`config.mk`:
```
export PLATFORM = sky130hd
export DESIGN_NAME = mem_model_channel
export DESIGN_NICKNAME = d
export VERILOG_FILES = /design/src/rtl/mem_model_pkg.sv /design/src/rtl/mem_model_channel.sv
export SDC_FILE = /design/constraint.sdc
export NUM_CORES = 1
export LEC_CHECK = 0
export BUFFER_PORTS_ARGS = -buffer_cell sky130_fd_sc_hd__buf_2
export CAP_MARGIN = 20
export CORE_MARGIN = 3
export CORE_UTILIZATION = 43
export CTS_BUF_LIST = sky130_fd_sc_hd__clkbuf_4 sky130_fd_sc_hd__clkbuf_8 sky130_fd_sc_hd__clkbuf_16
export DETAILED_ROUTE_END_ITERATION = 16
export PLACE_DENSITY = 0.75
export SLEW_MARGIN = 20
export SYNTH_ARGS = -nofsm -noshare
export SYNTH_HDL_FRONTEND = slang
export SYNTH_SLANG_ARGS = --single-unit
export TNS_END_PERCENT = 50
```
`constraint.sdc`:
```
create_clock -name clock -period 2.7 [get_ports clock]
set_input_delay 0.54 -clock clock [delete_from_list [all_inputs] [get_ports clock]]
set_output_delay 0.54 -clock clock [all_outputs]
set_load 0.03 [all_outputs]
```
`src/rtl/mem_model_pkg.sv`:
```
// Shared definitions for the multi-channel memory model: channel FSM states,
// size-field width and write-mask generation.
package mem_model_pkg;

   localparam int SIZE_W     = 8;
   localparam int MASK_MAX_W = 256;

   typedef enum logic [1:0] {
      ST_IDLE = 2'd0,
      ST_WAIT = 2'd1,
      ST_RDY  = 2'd2
   } ch_state_t;

   // Low 'size' bits set; callers truncate to their data width.
   function automatic logic [MASK_MAX_W-1:0] gen_mask(input logic [SIZE_W-1:0] size);
      logic [MASK_MAX_W-1:0] one;
      one = MASK_MAX_W'(1);
      return (one << size) - one;
   endfunction

endpackage

```
`src/rtl/mem_model_channel.sv`:
```
// One memory-model channel: request acceptance, latency down-counter and
// ready/write-commit generation against the shared byte array in the top.
//
// state   | meaning
// --------+-----------------------------------------------------------
// IDLE    | no request outstanding; accepts an in-window oe xor we
// WAIT    | latency countdown; dropping the request returns to IDLE
// RDY     | one-cycle ready pulse (write committed on entry)
module mem_model_channel
   import mem_model_pkg::*;
#(
   parameter int ADDR_W    = 12,
   parameter int DATA_W    = 8,
   parameter int BASE_ADDR = 1280,
   parameter int MEM_BYTES = 256,
   parameter int RD_DELAY  = 2,
   parameter int WR_DELAY  = 1
) (
   input  logic              clock,
   input  logic              reset,
   input  logic              oe,
   input  logic              we,
   input  logic [ADDR_W-1:0] addr,
   input  logic [DATA_W-1:0] wdata,
   input  logic [SIZE_W-1:0] size,
   input  logic [DATA_W-1:0] rd_word,
   output logic              wr_en,
   output logic [ADDR_W-1:0] wr_off,
   output logic [DATA_W-1:0] wr_data,
   output logic [DATA_W-1:0] wr_mask,
   output logic              rdy,
   output logic [DATA_W-1:0] rdata,
   output logic              err
);

   localparam int MAX_DLY = (RD_DELAY > WR_DELAY) ? RD_DELAY : WR_DELAY;
   localparam int CNT_W   = $clog2(MAX_DLY + 1);
   localparam logic [31:0] WIN_LO = 32'(BASE_ADDR);
   localparam logic [31:0] WIN_HI = 32'(BASE_ADDR + MEM_BYTES);

   ch_state_t         state;
   logic [CNT_W-1:0]  cnt;
   logic              is_wr;
   logic [ADDR_W-1:0] addr_q;
   logic [DATA_W-1:0] wdata_q;
   logic [SIZE_W-1:0] size_q;
   logic [DATA_W-1:0] data_q;
   logic              in_win;
   logic              accept;
   logic              req_held;

   assign in_win   = (32'(addr) >= WIN_LO) && (32'(addr) < WIN_HI);
   assign accept   = (oe ^ we) && in_win;
   assign req_held = is_wr ? we : oe;

   always_ff @(posedge clock or negedge reset) begin
      if (!reset) begin
         state   <= ST_IDLE;
         cnt     <= '0;
         is_wr   <= 1'b0;
         addr_q  <= '0;
         wdata_q <= '0;
         size_q  <= '0;
         data_q  <= '0;
         rdy     <= 1'b0;
         err     <= 1'b0;
      end else begin
         rdy <= 1'b0;
         if (oe && we)
            err <= 1'b1;
         case (state)
            ST_IDLE: begin
               if (accept) begin
                  state   <= ST_WAIT;
                  is_wr   <= we;
                  cnt     <= we ? CNT_W'(WR_DELAY - 1) : CNT_W'(RD_DELAY - 1);
                  addr_q  <= addr;
                  wdata_q <= wdata;
                  size_q  <= size;
                  data_q  <= rd_word;
               end
            end
            ST_WAIT: begin
               if (!req_held) begin
                  state <= ST_IDLE;
               end else if (cnt == '0) begin
                  state <= ST_RDY;
                  rdy   <= 1'b1;
               end else begin
                  cnt <= cnt - 1'b1;
               end
            end
            ST_RDY:  state <= ST_IDLE;
            default: state <= ST_IDLE;
         endcase
      end
   end

   // Commit coincides with the WAIT->RDY edge of a still-held write.
   assign wr_en   = (state == ST_WAIT) && is_wr && we && (cnt == '0);
   assign wr_off  = addr_q - ADDR_W'(BASE_ADDR);
   assign wr_data = wdata_q;
   assign wr_mask = DATA_W'(gen_mask(size_q));
   assign rdata   = (rdy && !is_wr) ? data_q : '0;

endmodule

```
==> flow_summary_export.csv, run 1 <==
group,metric,value,unit
outcome,status,"finished, violations left",
outcome,violations,"negative setup slack",
job,max_cap_violations,0,
timing,min_period_over_period,108,%
global_route,antenna_found_initial,0,
yosys,syn_area,2010,um^2
finish,seqCellArea,1080,um^2
route,drt-total-wl,3.92,mm
yosys,synth_nets,201,
clock_tree,clkSlewWorstSetupHoldPaths,0.08,ns
yosys,synthCells,157,
yosys,synth_ff_type,"dfrtp_1",
finish,multiInputGateArea,853,um^2
timing,final_hold_viol_count,0,
setup_path,crit_path_top_delay_cell,"or4_4",
timing,finalSetupViolations,3,
die,core_area,4440,um^2
yosys,synth.distinct_cells,35,
setup_path,end_kind,"primary output",
timing,fmax,343,MHz
finish,final_cell_mix,"buf_2 (75), dfrtp_1 (43), mux2_2 (34)",
setup_path,critical_path.top_delay_family,"simple AND/OR/NAND/NOR gates",
timing,fin_crit,2.91,ns
timing,final.setup.tns,-0.524,ns
clock_tree,cts_max_level,2,
route,wl_met1,1.66,mm
yosys,yosys_warnings,0,
finish,fin_area,2600,um^2
finish,area_delta_synth_final,29.0,%
timing,fin_skew,0.00780,ns
route,drtIter0Drc,15,
global_route,grt_max_degree,44,
setup_path,max_stage_delay,0.58,ns
yosys,synthTopCellsByArea,"dfrtp_1 (53%), mux2_2 (19%), buf_4 (3.4%)",
route,vias,1446,
setup_path,crit_type,"register to primary output",
min_path,hp-class,"primary input to async pin",
setup_path,cp-start-kind,"register",
placement,numPortBuffers,78,
power,power.density,822,nW/um^2
route,dr_wl_met3,244,um
clock_tree,cts-root-buf,"clkbuf_8",
setup_path,crit_buf_inv,1,
yosys,ys_seq_area_share,53.4,%
route,antenna_left,0,
clock_tree,numClockSinks,43,
setup_path,crit_chain,"or4_4 > nor2_8 > nand3b_1 > ha_4 > or2_4 > nor4_4 > a211o_1 > buf_6",
timing,fin_ws,-0.214,ns
global_route,overflow,0,
finish,drive_gt1_share,57.8,%
placement,dp.cells,277,
global_route,grt_pass1_vias,1411,
die,die-area,5540,um^2
power,ir_drop,0.000387,V
route,drc,0,
timing,rsz0062_at_grt,"yes",
setup_path,worstPathMaxFanout,4,
finish,utilization,58.4,%
timing,whs,0.381,ns
yosys,synth_edf_count,0,
timing,max_slew_margin,36.9,%
die,fp.dieW,74.4,um
clock_tree,worstSkewPairLatency,0.29,ns
yosys,syn_area_per_cell,12.8,um^2
route,wl_per_cell,13.6,um
timing,worst_slew_pin_slew,0.947,ns
yosys,synthArstFlopShare,100,%
route,vias_per_cell,5.00,
die,start_util,45.3,%
yosys,ys_ff_latch,43,
global_route,grt_pass1_wl,6.41,mm
clock_tree,numCtsBuffers,5,
yosys,yosys.area.top_type_share,53.4,%
route,wl_met2,1.98,mm
setup_path,required,2.16,ns
placement,placed_area,2420,um^2
finish,num-fill-cells,395,
die,rows,24,
finish,stdcell_count,289,
finish,fin_nets,280,
timing,slew_viol_final,0,
clock_tree,cts_tree,"yes",
die,ioPinCount,79,
die,fp.dieH,74.4,um
finish,final_common_cell,"buf_2",
setup_path,critPathArrivalTime,2.37,ns
route,firstDrtPassIters,4,
placement,gp_congestion,0.764,
placement,dpl.hpwl,2.85,mm
finish,diodes,0,
clock_tree,clock_path_buffers,2,
power,p_leak,1.30,nW
yosys,yosys.area.top_type,"dfrtp_1",
route,highest_layer,"met4",
global_route,track_usage,15.0,%
==> state kept, by name, indices dropped and copies added, names as in the netlist <==
| signal | cells |
|---|---|
| err | 1 |
| state | 2 |
| cnt | 2 |
| size_q | 8 |
| addr_q | 12 |
| wr_data | 8 |
| rdy | 1 |
| is_wr | 1 |
| data_q | 8 |
==> worst paths after layout <==
check | start | endpoint | slack (ns) | cells after the start
worst min register to register | err | err | 0.47 | 1
worst max register to register | state[0] | size_q[4] | 0.99 | 4
min in group clock | addr[0] | addr_q[0] | 0.47 | 2
worst max-delay path | size_q[7] | wr_mask[4] | -0.21 | 8
max in group asynchronous | reset | wr_data[4] | 1.72 | 1
worst min-delay path | reset | addr_q[3] | 0.38 | 1
==> timing repair <==
item,4_1_cts,5_1_grt
hold buffers,0,0
resized for setup,6,4
hold endpoints to repair,0,0
setup endpoints to repair,2,3
gates cloned,0,0
pin swaps,4,4
setup buffers,3,1
==> cells in the mapped netlist (2+ instances only) <==
| cell type | count |
|---|---|
| xor2_1 | 2 |
| buf_6 | 2 |
| nor4_1 | 2 |
| nor2b_1 | 2 |
| nand3b_1 | 2 |
| or2_2 | 2 |
| mux2_2 | 34 |
| nand2_1 | 5 |
| and2_1 | 10 |
| nand2b_1 | 5 |
| inv_1 | 7 |
| nand3_1 | 2 |
| o21ai_0 | 2 |
| dfrtp_1 | 43 |
| ha_1 | 4 |
| buf_4 | 9 |
| nor2_1 | 6 |
==> per-layer routing <==
metal | vias to the layer above | track usage (%)
met2 | 56 | 25.0
met1 | 700 | 19.1
li1 | 685 | -
met3 | 5 | 3.78
met4 | 0 | 5.34
met5 | - | 0
==> cell type report <==
| class | count | share of cell area (%) |
|---|---|---|
| tap | 52 | 2.51 |
| multi-input combinational | 93 | 32.9 |
| clock buffer | 8 | 4.00 |
| inverter | 8 | 1.25 |
| timing repair buffer | 85 | 17.9 |
| sequential | 43 | 41.4 |
==> report_power, final <==
| part | total, mW | switching [mW] | internal (mW) |
|---|---|---|---|
| Combinational | 0.772 | 0.439 | 0.333 |
| Sequential | 0.907 | 0.107 | 0.800 |
| Clock | 0.454 | 0.210 | 0.244 |
| Total | 2.13 | 0.757 | 1.38 |
==> kinds of logic after synthesis <==
logic type      synth area share [%]
mux                             19.5
simple gates                    14.1
compound gates                  2.61
fa+ha+maj                       2.49
buf+inv                         6.53
xor+xnor                        1.31
flops                           53.4
==> through the flow <==
step           setup slack (ns)  power [mW]
4_1_cts                  -0.219        2.14
3_5_place_dp           -0.00250        1.65
2_1_floorplan            -0.259        1.47
5_1_grt                  -0.311        2.26
6_report                 -0.214        2.13
3_3_place_gp             0.0503        1.63
No activity file was read; power rests on OpenSTA's default activity.
==> inputs of run 2 (changes only) <==
- PLACE_DENSITY: 0.75 -> 0.87
==> run 2 against run 1 <==
Net effect: the flow still finishes with violations (negative setup slack); worst hold slack worse by 0.018 ns; fmax is 0.13% lower; final cell count is 1.0% lower; clock-buffer cell count is 3 lower; total power is 0.42% higher; sequential power is 0.6% lower; clock power is 8.8% higher; register-to-register slack worse by 0.10 ns; critical path type unchanged; highest routed layer unchanged; combinational power is 3.4% lower; sequential share of layout area is 0.28 points higher; via count is 3.1% lower; flip-flop and latch count stayed put.
==> flow_summary_export.csv, run 2 (synthesized netlist as in run 1, its figures left out) <==
group,metric,value,unit
power,power.density,831,nW/um^2
finish,drive_gt1_share,57.3,%
timing,final_hold_viol_count,0,
finish,area_delta_synth_final,28.1,%
clock_tree,cts-root-buf,"clkbuf_8",
setup_path,worstPathMaxFanout,7,
finish,final_common_cell,"buf_2",
power,p_leak,1.29,nW
route,firstDrtPassIters,4,
die,start_util,45.3,%
placement,numPortBuffers,78,
finish,fin_area,2580,um^2
clock_tree,numCtsBuffers,5,
global_route,grt_pass1_wl,6.31,mm
placement,dp_slack,-0.0143,ns
timing,fin_skew,0.0125,ns
setup_path,cp.depth,8,
die,fp.dieH,74.4,um
setup_path,critPathArrivalTime,2.38,ns
global_route,antenna_found_initial,0,
min_path,hp-class,"primary input to async pin",
finish,fin_nets,277,
setup_path,critical_path.top_delay_family,"simple AND/OR/NAND/NOR gates",
placement,placed_area,2440,um^2
finish,num-fill-cells,385,
clock_tree,worstSkewPairLatency,0.29,ns
timing,rsz0062_at_grt,"yes",
outcome,status,"finished, violations left",
global_route,track_usage,15.1,%
timing,whs,0.363,ns
global_route,grt_pass1_vias,1401,
route,antenna_left,0,
setup_path,required,2.16,ns
clock_tree,cts_max_level,2,
setup_path,crit_chain,"or4_4 > nor2_8 > nand3b_1 > ha_4 > or2_4 > nor4_2 > a211o_1 > buf_6",
timing,fmax,343,MHz
timing,min_period_over_period,108,%
timing,worst_slew_pin_slew,0.924,ns
placement,dp.cells,277,
route,wl_per_cell,13.3,um
finish,multiInputGateArea,845,um^2
route,vias,1401,
clock_tree,clock_path_buffers,2,
die,rows,24,
timing,fin_ws,-0.218,ns
timing,slew_viol_final,0,
job,max_cap_violations,0,
setup_path,end_kind,"primary output",
finish,top_register,"addr_q",
placement,gp_congestion,0.725,
finish,stdcell_count,286,
setup_path,max_stage_delay,0.58,ns
setup_path,reg2regPathDepth,4,
setup_path,crit_buf_inv,1,
timing,final.setup.tns,-0.443,ns
die,die-area,5540,um^2
timing,fin_crit,2.92,ns
timing,finalSetupViolations,3,
placement,dpl.hpwl,2.87,mm
die,core_area,4440,um^2
die,ioPinCount,79,
setup_path,crit_type,"register to primary output",
global_route,grt_max_degree,44,
clock_tree,cts_tree,"yes",
finish,seqCellArea,1080,um^2
clock_tree,numClockSinks,43,
route,drt-total-wl,3.79,mm
finish,largest_reg_flops,12,
clock_tree,clkSlewWorstSetupHoldPaths,0.08,ns
setup_path,cp-start-kind,"register",
die,fp.dieW,74.4,um
finish,final_cell_mix,"buf_2 (75), dfrtp_1 (43), mux2_2 (34)",
finish,diodes,0,
clock_tree,hold_buffers,0,
power,ir_drop,0.000341,V
setup_path,crit_path_top_delay_cell,"or4_4",
route,drc,0,
outcome,violations,"negative setup slack",
route,drtIter0Drc,56,
route,vias_per_cell,4.90,
global_route,overflow,0,
timing,max_slew_margin,38.4,%
==> run 2: what timing repair did <==
action / in CTS / in global routing
buffers inserted: 1 / 0
resized for setup: 6 / 0
pin swaps: 2 / 4
setup endpoints to repair: 2 / 3
==> run 2: layout make-up <==
type	instances	share of cell area, %
Multi-Input combinational cell	93	32.8
Clock buffer	5	2.67
Clock inverter	3	1.70
Timing Repair Buffer	82	17.4
Tap cell	52	2.52
Sequential cell	43	41.7
Inverter	8	1.26
==> run 2: worst paths after layout <==
path / start / to / slack [ns]
min in group clock: addr[2] / addr_q[2] / 0.47
max in group asynchronous: reset / size_q[3] / 1.73
setup / recovery: size_q[6] / wr_mask[4] / -0.22
setup reg to reg: state[0] / data_q[4] / 0.89
hold / removal: reset / addr_q[3] / 0.36
hold reg to reg: err / err / 0.48
==> run 2: per-stage QoR <==
step	power (mW)	util [%]
6_report	2.14	58.0
5_1_grt	2.27	58.0
4_1_cts	2.17	58.0
3_5_place_dp	1.65	54.8
3_3_place_gp	1.62	54.8
2_1_floorplan	1.47	-
==> run 2: power breakdown <==
part           internal (mW)  switching, mW  leakage, nW
clock                  0.275          0.219       0.0581
combinational          0.315          0.430        0.702
sequential             0.800          0.103        0.527
==> run 2: metal layers <==
layer / share of wire (%) / vias up / wire (um) / track usage, %
li1: - / 689 / - / -
met2: 52 / 38 / 1990 / 25.9
met4: 1.5 / 0 / 55 / 7.31
met1: 41 / 670 / 1570 / 17.5
met5: 0 / - / 0 / 0
met3: 4.8 / 4 / 181 / 4.05
==> inputs of run 3 (changes only) <==
==> constraint.sdc (replaced) <==
create_clock -name clock -period 2.7 [get_ports clock]
set_input_delay 0.135 -clock clock [delete_from_list [all_inputs] [get_ports clock]]
set_output_delay 0.135 -clock clock [all_outputs]
set_load 0.03 [all_outputs]
==> run 3 against run 2 <==
Net effect: total power is 0.85% higher; the run ends with negative hold slack left; critical path depth up 1; largest power group unchanged; utilization fell by 0.45 points; largest cell class unchanged; critical path type unchanged; global-route usage down 0.47 points; wire length up 3.0%; sequential power is essentially flat; clock skew shrank 0.0071 ns; worst setup slack gained 0.32 ns.
==> flow_summary_export.csv, run 3 (synthesized netlist as in run 1, its figures left out) <==
group,metric,value,unit
outcome,status,"finished, violations left",
outcome,violations,"negative hold slack",
timing,fin_ws,0.101,ns
min_path,hp-class,"primary input to async pin",
setup_path,reg2regPathDepth,4,
finish,largest_reg_flops,12,
global_route,antenna_found_initial,0,
route,antenna_left,0,
timing,fin_crit,2.60,ns
clock_tree,numCtsBuffers,5,
setup_path,required,2.57,ns
power,power.density,844,nW/um^2
global_route,grt_pass1_vias,1385,
die,start_util,45.3,%
timing,worst_slew_pin_slew,0.928,ns
finish,final_cell_mix,"buf_2 (77), dfrtp_1 (43), mux2_2 (34)",
setup_path,r2r-end,"size_q[7]",
route,wl_per_cell,13.7,um
setup_path,critical_path.top_delay_family,"simple AND/OR/NAND/NOR gates",
setup_path,crit_buf_inv,2,
finish,diodes,0,
clock_tree,cts_tree,"yes",
placement,dp_slack,0.102,ns
power,p_leak,1.28,nW
die,rows,24,
timing,finalSetupViolations,0,
finish,area_delta_synth_final,27.1,%
finish,fin_nets,276,
route,drt-total-wl,3.90,mm
timing,final_hold_viol_count,36,
route,vias,1389,
route,drc,0,
placement,dpl.hpwl,2.87,mm
setup_path,max_stage_delay,0.58,ns
route,vias_per_cell,4.87,
setup_path,crit_type,"register to primary output",
timing,fmax,385,MHz
global_route,grt_pass1_wl,6.10,mm
setup_path,crit_chain,"or4_4 > nor2_8 > nand3b_1 > ha_4 > buf_4 > nand3_1 > o21ai_0 > a211o_1 > buf_6",
die,ioPinCount,79,
clock_tree,worstSkewPairLatency,0.29,ns
clock_tree,clkSlewWorstSetupHoldPaths,0.08,ns
route,firstDrtPassIters,4,
placement,numPortBuffers,78,
global_route,overflow,0,
job,max_cap_violations,0,
setup_path,cp-start-kind,"register",
die,fp.dieW,74.4,um
global_route,track_usage,14.7,%
finish,final_common_cell,"buf_2",
power,total_power,2.16,mW
setup_path,worstPathMaxFanout,6,
die,fp.dieH,74.4,um
timing,fin_skew,0.00543,ns
timing,whs,-0.0240,ns
clock_tree,clock_path_buffers,2,
setup_path,reg2reg_from,"state[0]",
route,drtIter0Drc,52,
timing,slew_viol_final,0,
die,die-area,5540,um^2
setup_path,end_kind,"primary output",
global_route,grt_max_degree,44,
setup_path,r2r_slack,0.99,ns
placement,gp_congestion,0.764,
timing,min_period_over_period,96.3,%
clock_tree,cts_max_level,2,
power,ir_drop,0.000456,V
die,core_area,4440,um^2
finish,top_register,"addr_q",
setup_path,critPathArrivalTime,2.46,ns
clock_tree,numClockSinks,43,
timing,max_slew_margin,38.1,%
clock_tree,hold_buffers,0,
finish,drive_gt1_share,57.1,%
setup_path,crit_path_top_delay_cell,"or4_4",
clock_tree,cts-root-buf,"clkbuf_8",
==> run 3: per-layer routing <==
layer	wire length, um	part of all wire, %	vias to the layer above	GRT usage (%)
li1	-	-	680	-
met2	2070	53	40	26.2
met1	1580	40	664	16.2
met5	0	0	-	0
met4	65	1.7	0	6.52
met3	189	4.8	5	3.92
==> run 3: final cells by class <==
type	count	area (um^2)
timing repair buffer	81	419
sequential	43	1080
tap	52	65.1
multi-input combinational	93	845
inverter	8	32.5
clock buffer	6	82.6
fill	372	1890
clock inverter	2	38.8
==> run 3: what timing repair did <==
action,4_1_cts,5_1_grt
endpoints found under the setup margin,2,2
pin swaps,3,0
resized for setup,4,2
setup buffers,2,0
endpoints found under the hold margin,0,0
==> run 3: report_power, final <==
group / leakage, nW / total (mW) / internal, mW / switching, mW
registers: 0.527 / 0.904 / 0.800 / 0.104
logic: 0.689 / 0.731 / 0.300 / 0.431
clock network: 0.0618 / 0.525 / 0.304 / 0.221
==> run 3: how the worst max path moves through the flow <==
stage              start          to  slack, ns  cells after the start
5_1_grt        size_q[6]  wr_mask[4]      -0.01                      9
4_1_cts        size_q[6]  wr_mask[4]       0.04                      8
3_3_place_gp   size_q[5]  wr_mask[4]       0.23                      8
2_1_floorplan  size_q[5]  wr_mask[4]      -0.02                      7
3_5_place_dp   size_q[5]  wr_mask[4]       0.10                      8
6_report       size_q[6]  wr_mask[4]       0.10                      9
==> run 3: per-stage QoR <==
stage | util [%] | TNS (ns) | cell area [um^2] | std cells
2_1_floorplan | - | -0.0170 | 2030 | 157
5_1_grt | 57.6 | -0.0121 | 2560 | 285
6_report | 57.6 | 0 | 2560 | 285
4_1_cts | 57.4 | 0 | 2550 | 285
3_5_place_dp | 53.9 | 0 | 2390 | 275
3_3_place_gp | 53.9 | 0 | 2390 | 275
